[config.mk]
export PLATFORM = sky130hd
export DESIGN_NAME = jpeg_mcu_seq
export DESIGN_NICKNAME = d
export VERILOG_FILES = /design/src/rtl/jpeg_mcu_seq.sv
export SDC_FILE = /design/constraint.sdc
export NUM_CORES = 1
export LEC_CHECK = 0
export CAP_MARGIN = 30
export CORE_MARGIN = 4
export CORE_UTILIZATION = 45
export CTS_CLUSTER_DIAMETER = 100
export DETAILED_ROUTE_END_ITERATION = 16
export GPL_TIMING_DRIVEN = 0
export PLACE_DENSITY_LB_ADDON = 0.3
export SLEW_MARGIN = 20
export SYNTH_ARGS = -nofsm -noshare
export SYNTH_HDL_FRONTEND = slang
export SYNTH_SLANG_ARGS = --single-unit
[constraint.sdc]
create_clock -name clk -period 3.1 [get_ports clk]
set_input_delay 0.62 -clock clk [delete_from_list [all_inputs] [get_ports clk]]
set_output_delay 0.62 -clock clk [all_outputs]
set_load 0.02 [all_outputs]
[src/rtl/jpeg_mcu_seq.sv]
// jpeg_mcu_seq: walks a JPEG scan block by block (MCU column, MCU row,
// block within MCU) after the SOF parser publishes the frame geometry.
// It hands one 8x8 block descriptor at a time to the entropy/dequant stage
// and handles restart intervals and end of frame.
module jpeg_mcu_seq (
    input  logic        clk,
    input  logic        rst,
    input  logic        frame_clr,
    input  logic        co_en,
    input  logic        co_411,
    input  logic [12:0] co_mcu_w,
    input  logic [12:0] co_mcu_h,
    input  logic [1:0]  sof_y_qt,
    input  logic [1:0]  sof_cb_qt,
    input  logic [1:0]  sof_cr_qt,
    input  logic [15:0] rst_intv,
    input  logic        blk_done,
    input  logic        rstm_ack,
    output logic        blk_vld,
    output logic [1:0]  blk_comp,
    output logic [2:0]  blk_idx,
    output logic [1:0]  blk_qt,
    output logic [12:0] mcu_x,
    output logic [12:0] mcu_y,
    output logic        mcu_last,
    output logic        dc_clr,
    output logic        rstm_req,
    output logic        frame_done,
    output logic        geo_err
);

    typedef enum logic [2:0] {
        S_IDLE     = 3'd0,
        S_LOAD     = 3'd1,
        S_RUN      = 3'd2,
        S_WAIT_RST = 3'd3,
        S_DONE     = 3'd4
    } state_t;

    state_t state_q, state_d;

    // Frame configuration captured from the SOF parser
    logic        cfg_411_q, cfg_411_d;
    logic [12:0] cfg_w_q, cfg_w_d;
    logic [12:0] cfg_h_q, cfg_h_d;
    logic [1:0]  qt_y_q, qt_y_d;
    logic [1:0]  qt_cb_q, qt_cb_d;
    logic [1:0]  qt_cr_q, qt_cr_d;
    logic [15:0] intv_q, intv_d;

    // Scan position and restart bookkeeping
    logic [2:0]  idx_q, idx_d;
    logic [12:0] x_q, x_d;
    logic [12:0] y_q, y_d;
    logic [15:0] rcnt_q, rcnt_d;

    // Registered descriptor/status outputs
    logic        vld_q, vld_d;
    logic [1:0]  comp_q, comp_d;
    logic [1:0]  qt_q, qt_d;
    logic        last_q, last_d;
    logic        dc_clr_q, dc_clr_d;
    logic        rstm_req_q, rstm_req_d;
    logic        frame_done_q, frame_done_d;
    logic        geo_err_q, geo_err_d;

    logic [2:0]  last_idx;
    logic [2:0]  idx_inc;
    logic [12:0] w_m1;
    logic [12:0] h_m1;
    logic [15:0] rcnt_inc;

    // Component carried by a block index: 4:2:0 has four luma blocks first.
    function automatic logic [1:0] comp_of(input logic [2:0] idx, input logic is411);
        if (is411) begin
            if (idx < 3'd4)
                return 2'd0;
            else if (idx == 3'd4)
                return 2'd1;
            else
                return 2'd2;
        end
        return idx[1:0];
    endfunction

    function automatic logic [1:0] qt_of(input logic [1:0] comp, input logic [1:0] qy,
                                         input logic [1:0] qcb, input logic [1:0] qcr);
        case (comp)
            2'd0:    return qy;
            2'd1:    return qcb;
            default: return qcr;
        endcase
    endfunction

    assign last_idx = cfg_411_q ? 3'd5 : 3'd2;
    assign idx_inc  = idx_q + 3'd1;
    assign w_m1     = cfg_w_q - 13'd1;
    assign h_m1     = cfg_h_q - 13'd1;
    assign rcnt_inc = rcnt_q + 16'd1;

    // Next-state, counter and output decode for the scan sequencer
    always_comb begin
        state_d      = state_q;
        cfg_411_d    = cfg_411_q;
        cfg_w_d      = cfg_w_q;
        cfg_h_d      = cfg_h_q;
        qt_y_d       = qt_y_q;
        qt_cb_d      = qt_cb_q;
        qt_cr_d      = qt_cr_q;
        intv_d       = intv_q;
        idx_d        = idx_q;
        x_d          = x_q;
        y_d          = y_q;
        rcnt_d       = rcnt_q;
        vld_d        = vld_q;
        comp_d       = comp_q;
        qt_d         = qt_q;
        last_d       = last_q;
        dc_clr_d     = 1'b0;
        rstm_req_d   = rstm_req_q;
        frame_done_d = frame_done_q;
        geo_err_d    = geo_err_q;

        case (state_q)
            S_IDLE: begin
                if (co_en) begin
                    cfg_411_d = co_411;
                    cfg_w_d   = co_mcu_w;
                    cfg_h_d   = co_mcu_h;
                    qt_y_d    = sof_y_qt;
                    qt_cb_d   = sof_cb_qt;
                    qt_cr_d   = sof_cr_qt;
                    intv_d    = rst_intv;
                    state_d   = S_LOAD;
                end
            end
            S_LOAD: begin
                if (cfg_w_q == 13'd0 || cfg_h_q == 13'd0) begin
                    geo_err_d    = 1'b1;
                    frame_done_d = 1'b1;
                    state_d      = S_DONE;
                end else begin
                    idx_d    = 3'd0;
                    x_d      = 13'd0;
                    y_d      = 13'd0;
                    rcnt_d   = 16'd0;
                    comp_d   = 2'd0;
                    qt_d     = qt_y_q;
                    last_d   = 1'b0;
                    vld_d    = 1'b1;
                    dc_clr_d = 1'b1;
                    state_d  = S_RUN;
                end
            end
            S_RUN: begin
                if (blk_done) begin
                    if (idx_q != last_idx) begin
                        // Next block inside the same MCU
                        idx_d  = idx_inc;
                        comp_d = comp_of(idx_inc, cfg_411_q);
                        qt_d   = qt_of(comp_of(idx_inc, cfg_411_q), qt_y_q, qt_cb_q, qt_cr_q);
                        last_d = (idx_inc == last_idx);
                    end else begin
                        // MCU complete
                        rcnt_d = rcnt_inc;
                        if (x_q == w_m1 && y_q == h_m1) begin
                            vld_d        = 1'b0;
                            frame_done_d = 1'b1;
                            state_d      = S_DONE;
                        end else begin
                            idx_d  = 3'd0;
                            comp_d = 2'd0;
                            qt_d   = qt_y_q;
                            last_d = 1'b0;
                            if (x_q == w_m1) begin
                                x_d = 13'd0;
                                y_d = y_q + 13'd1;
                            end else begin
                                x_d = x_q + 13'd1;
                            end
                            if (intv_q != 16'd0 && rcnt_inc == intv_q) begin
                                vld_d      = 1'b0;
                                rstm_req_d = 1'b1;
                                state_d    = S_WAIT_RST;
                            end
                        end
                    end
                end
            end
            S_WAIT_RST: begin
                if (rstm_ack) begin
                    rstm_req_d = 1'b0;
                    rcnt_d     = 16'd0;
                    vld_d      = 1'b1;
                    dc_clr_d   = 1'b1;
                    state_d    = S_RUN;
                end
            end
            S_DONE: begin
                state_d = S_DONE;
            end
            default: begin
                state_d = S_IDLE;
            end
        endcase
    end

    // Control and output registers; either clear returns everything to idle
    always_ff @(posedge clk) begin
        if (rst || frame_clr) begin
            state_q      <= S_IDLE;
            idx_q        <= 3'd0;
            x_q          <= 13'd0;
            y_q          <= 13'd0;
            rcnt_q       <= 16'd0;
            vld_q        <= 1'b0;
            comp_q       <= 2'd0;
            qt_q         <= 2'd0;
            last_q       <= 1'b0;
            dc_clr_q     <= 1'b0;
            rstm_req_q   <= 1'b0;
            frame_done_q <= 1'b0;
            geo_err_q    <= 1'b0;
        end else begin
            state_q      <= state_d;
            idx_q        <= idx_d;
            x_q          <= x_d;
            y_q          <= y_d;
            rcnt_q       <= rcnt_d;
            vld_q        <= vld_d;
            comp_q       <= comp_d;
            qt_q         <= qt_d;
            last_q       <= last_d;
            dc_clr_q     <= dc_clr_d;
            rstm_req_q   <= rstm_req_d;
            frame_done_q <= frame_done_d;
            geo_err_q    <= geo_err_d;
        end
    end

    // Frame configuration holds until the next co_en in IDLE
    always_ff @(posedge clk) begin
        cfg_411_q <= cfg_411_d;
        cfg_w_q   <= cfg_w_d;
        cfg_h_q   <= cfg_h_d;
        qt_y_q    <= qt_y_d;
        qt_cb_q   <= qt_cb_d;
        qt_cr_q   <= qt_cr_d;
        intv_q    <= intv_d;
    end

    assign blk_vld    = vld_q;
    assign blk_comp   = comp_q;
    assign blk_idx    = idx_q;
    assign blk_qt     = qt_q;
    assign mcu_x      = x_q;
    assign mcu_y      = y_q;
    assign mcu_last   = last_q;
    assign dc_clr     = dc_clr_q;
    assign rstm_req   = rstm_req_q;
    assign frame_done = frame_done_q;
    assign geo_err    = geo_err_q;

endmodule

==> results.toml <==
[yosys]
synthArstFlopShare_pct = 0
synth.net_count = 686
yosysSeqAreaShare_pct = 44.2
syn_area_per_cell_sq_um = 9.60
synth_seq_cells = 107
synth_area_sq_mm = 0.00596
netlist_instances = 621
ys_types = 69
synth_edf_count = 49
yosysWarnings = 0
synthFlopType = "dfxtp_1"

[job]
drv_cap = 0

[clock_tree]
root_buffer = "clkbuf_16"
cts.hold.buffers_added = 0
clk_latency_ps = 350
clk_path_buf_depth = 2
cts_tree = "done"
cts_made_buffers = 9
cts.reportedPaths.clkPinSlew_ps = 70
ctsHtreeMaxLevel = 3
cts.sinks = 107

[finish]
diodes = 0
final_util_pct = 59.3
finalNonFillerCells = 914
final_cell_area_sq_mm = 0.00758
final_nets = 802
drive_gt1_share_pct = 8.76
synthToLayoutAreaGrowth_pct = 27.2

[global_routing]
grt_pass1_wl_mm = 24.8
grt_pass1_vias = 5172
grt_antenna_before_repair = 0
grt_max_degree = 50
gr-usage-all-layers_pct = 20.6
gr-total-overflow = 0

[sta]
setup_ws_ps = 120
finalHoldViolCount = 0
finalSetupViolCount = 0
worst_clock_skew_ps = 9.57
tightest_slew_ps = 919
finalCriticalPeriod_ps = 2980
fin_hold_ws_ps = 476
maxSlewViolCount = 0
slew_headroom_pct = 38.5
max_freq_mhz = 336
fin_setup_tns_ps = 0
min_period_over_period_pct = 96.1

[worst_setup_path]
r2r_cells = 9
cp_max_fo = 8
rrSetupSlack_ps = 120
end_kind = "flop"
crit_required_ps = 3400
rr_startpoint = "rcnt_q[0]"
rr_endpoint = "rstm_req"
cp.arrival_ps = 3280
worstSetupPathType = "reg2reg"
crit_path_start_kind = "flop"

[hold_path]
holdPathStages = 2
hold-path-endpoint = "blk_comp[1]"
hold_class = "reg2reg"
holdCritStartpoint = "blk_comp[1]"

[placed_design]
dp_slack_ps = -53.1
dp_hpwl_mm = 11.3
gp_congestion = 0.874
port_buffers = 93
dp.cells = 886
place_area_sq_mm = 0.00711

[power_and_ir_drop]
power_density_mw_per_mm2 = 400
irDropWorstVdd_uv = 299
power.leakage_nw = 2.66
total_power_mw = 3.03

[floorplanning]
ioPinCount = 94
die_y_microns = 123
start_util_pct = 46.7
core_sq_mm = 0.0128
dieWidth_microns = 123
dieArea_sq_mm = 0.0151
num_rows = 41

[detailed_routing]
wirelength_mm = 15.6
drt_pass1_iterations = 5
dr.first_iter.drc_count = 453
final_antenna_net_count = 0
drc = 0
vias = 5380
wire_per_inst_microns = 17.1
viasPerCell = 5.89

[status]
status = "finished, final reports clean"
-- per-layer routing --
layer	global-route usage, %	wire length, microns	vias up
li1	-	-	2554
met1	26.8	6690	2607
met2	34.6	7620	189
met3	4.35	1050	30
met4	6.09	264	0
met5	0	0	-
-- repair_timing --
item / CTS / global route
setup buffers: 0 / 13
endpoints found under the setup margin: 17 / 34
hold endpoints to repair: 0 / 0
pin swaps: 0 / 5
cloned: 0 / 0
gates resized for setup: 5 / 14
-- sequential cells by signal (all words and copies together), names as in the netlist, 3 cells and up --
name     count
intv_q      16
rcnt_q      16
cfg_h_q     13
cfg_w_q     13
mcu_x       13
mcu_y       13
blk_idx      3
state_q      3
-- synthesized netlist by cell type (4+ instances only) --
cell type | count | share of area (%)
ha_1 | 10 | 2.1
edfxtp_1 | 49 | 25
inv_1 | 16 | 1.0
clkbuf_1 | 16 | 1.0
o22ai_1 | 4 | 0.42
dfxtp_1 | 58 | 19
a31oi_1 | 4 | 0.42
and2_1 | 9 | 0.94
and3_1 | 20 | 2.1
nand4_1 | 17 | 1.8
a21oi_1 | 38 | 3.2
mux2i_1 | 11 | 1.8
nor2_1 | 49 | 3.1
a32o_1 | 10 | 1.7
nand3_1 | 17 | 1.4
xnor2_1 | 34 | 5.0
nand2_1 | 40 | 2.5
nand4b_1 | 7 | 1.0
xor2_1 | 24 | 3.5
o21ai_0 | 37 | 3.1
nor4_1 | 6 | 0.63
nor3_1 | 16 | 1.3
nor3b_1 | 11 | 1.4
nand3b_1 | 11 | 1.4
nor2b_1 | 9 | 0.94
and4_1 | 5 | 0.73
or3_1 | 17 | 1.8
nand2b_1 | 5 | 0.52
-- logic make-up after synthesis --
kind of cell,after synthesis,synth area share (%)
adder cells (fa/ha/maj),10,2.10
XOR/XNOR,59,8.92
multiplexers,13,2.23
flip-flops,107,44.2
AO/OA/AOI/OAI,130,14.2
AND/OR/NAND/NOR,262,25.5
buffers and inverters,40,2.90
-- report_power, final --
part           internal [mW]  switching [mW]
clock network          0.622           0.516
logic                  0.155           0.160
registers               1.53          0.0454
-- layout by cell type, fill, tap and decap left out, drive strengths merged, types with 11 or more instances in the layout --
master	count
nor3	18
o21ai	39
clkdlybuf4s50	93
buf	17
xnor2	34
nand3	17
clkbuf	26
dfxtp	58
nor2	50
nand3b	11
edfxtp	49
mux2i	11
and3	20
a21oi	38
nand4	18
nand2	41
inv	16
xor2	24
nor3b	12
or3	18
-- how the worst max path moves through the flow --
| stage | startpoint | endpoint | slack [ps] | depth (start not counted) |
|---|---|---|---|---|
| 3_3_place_gp | co_en | cfg_h_q[10] | -200 | 2 |
| 4_1_cts | rcnt_q[0] | rstm_req | 10 | 9 |
| 5_1_grt | cfg_w_q[5] | state_q[0] | -10 | 9 |
| 2_1_floorplan | cfg_w_q[0] | mcu_y[4] | 350 | 9 |
| 6_report | rcnt_q[0] | rstm_req | 120 | 9 |
| 3_5_place_dp | cfg_h_q[2] | mcu_x[10] | -50 | 9 |
-- cell type report --
type,count,area [sq um]
plain buffers,22,109
well taps,172,215
clock inverters,6,57.6
multi-input cells,474,3250
flip-flops and latches,107,2630
fillers,1081,5190
clock buffers,10,229
inverters,17,63.8
repair buffers,106,1030
-- worst max-delay path, cell delays in order (launching register included) --
cell,delay [ps]
dfxtp_1,480
ha_1,310
nand3_2,240
nor3b_2,370
xnor2_1,150
nand2_1,90
a2111oi_0,390
nand4b_1,260
a2111oi_0,470
o21a_1,160
Power figures use the tool's default switching activity.
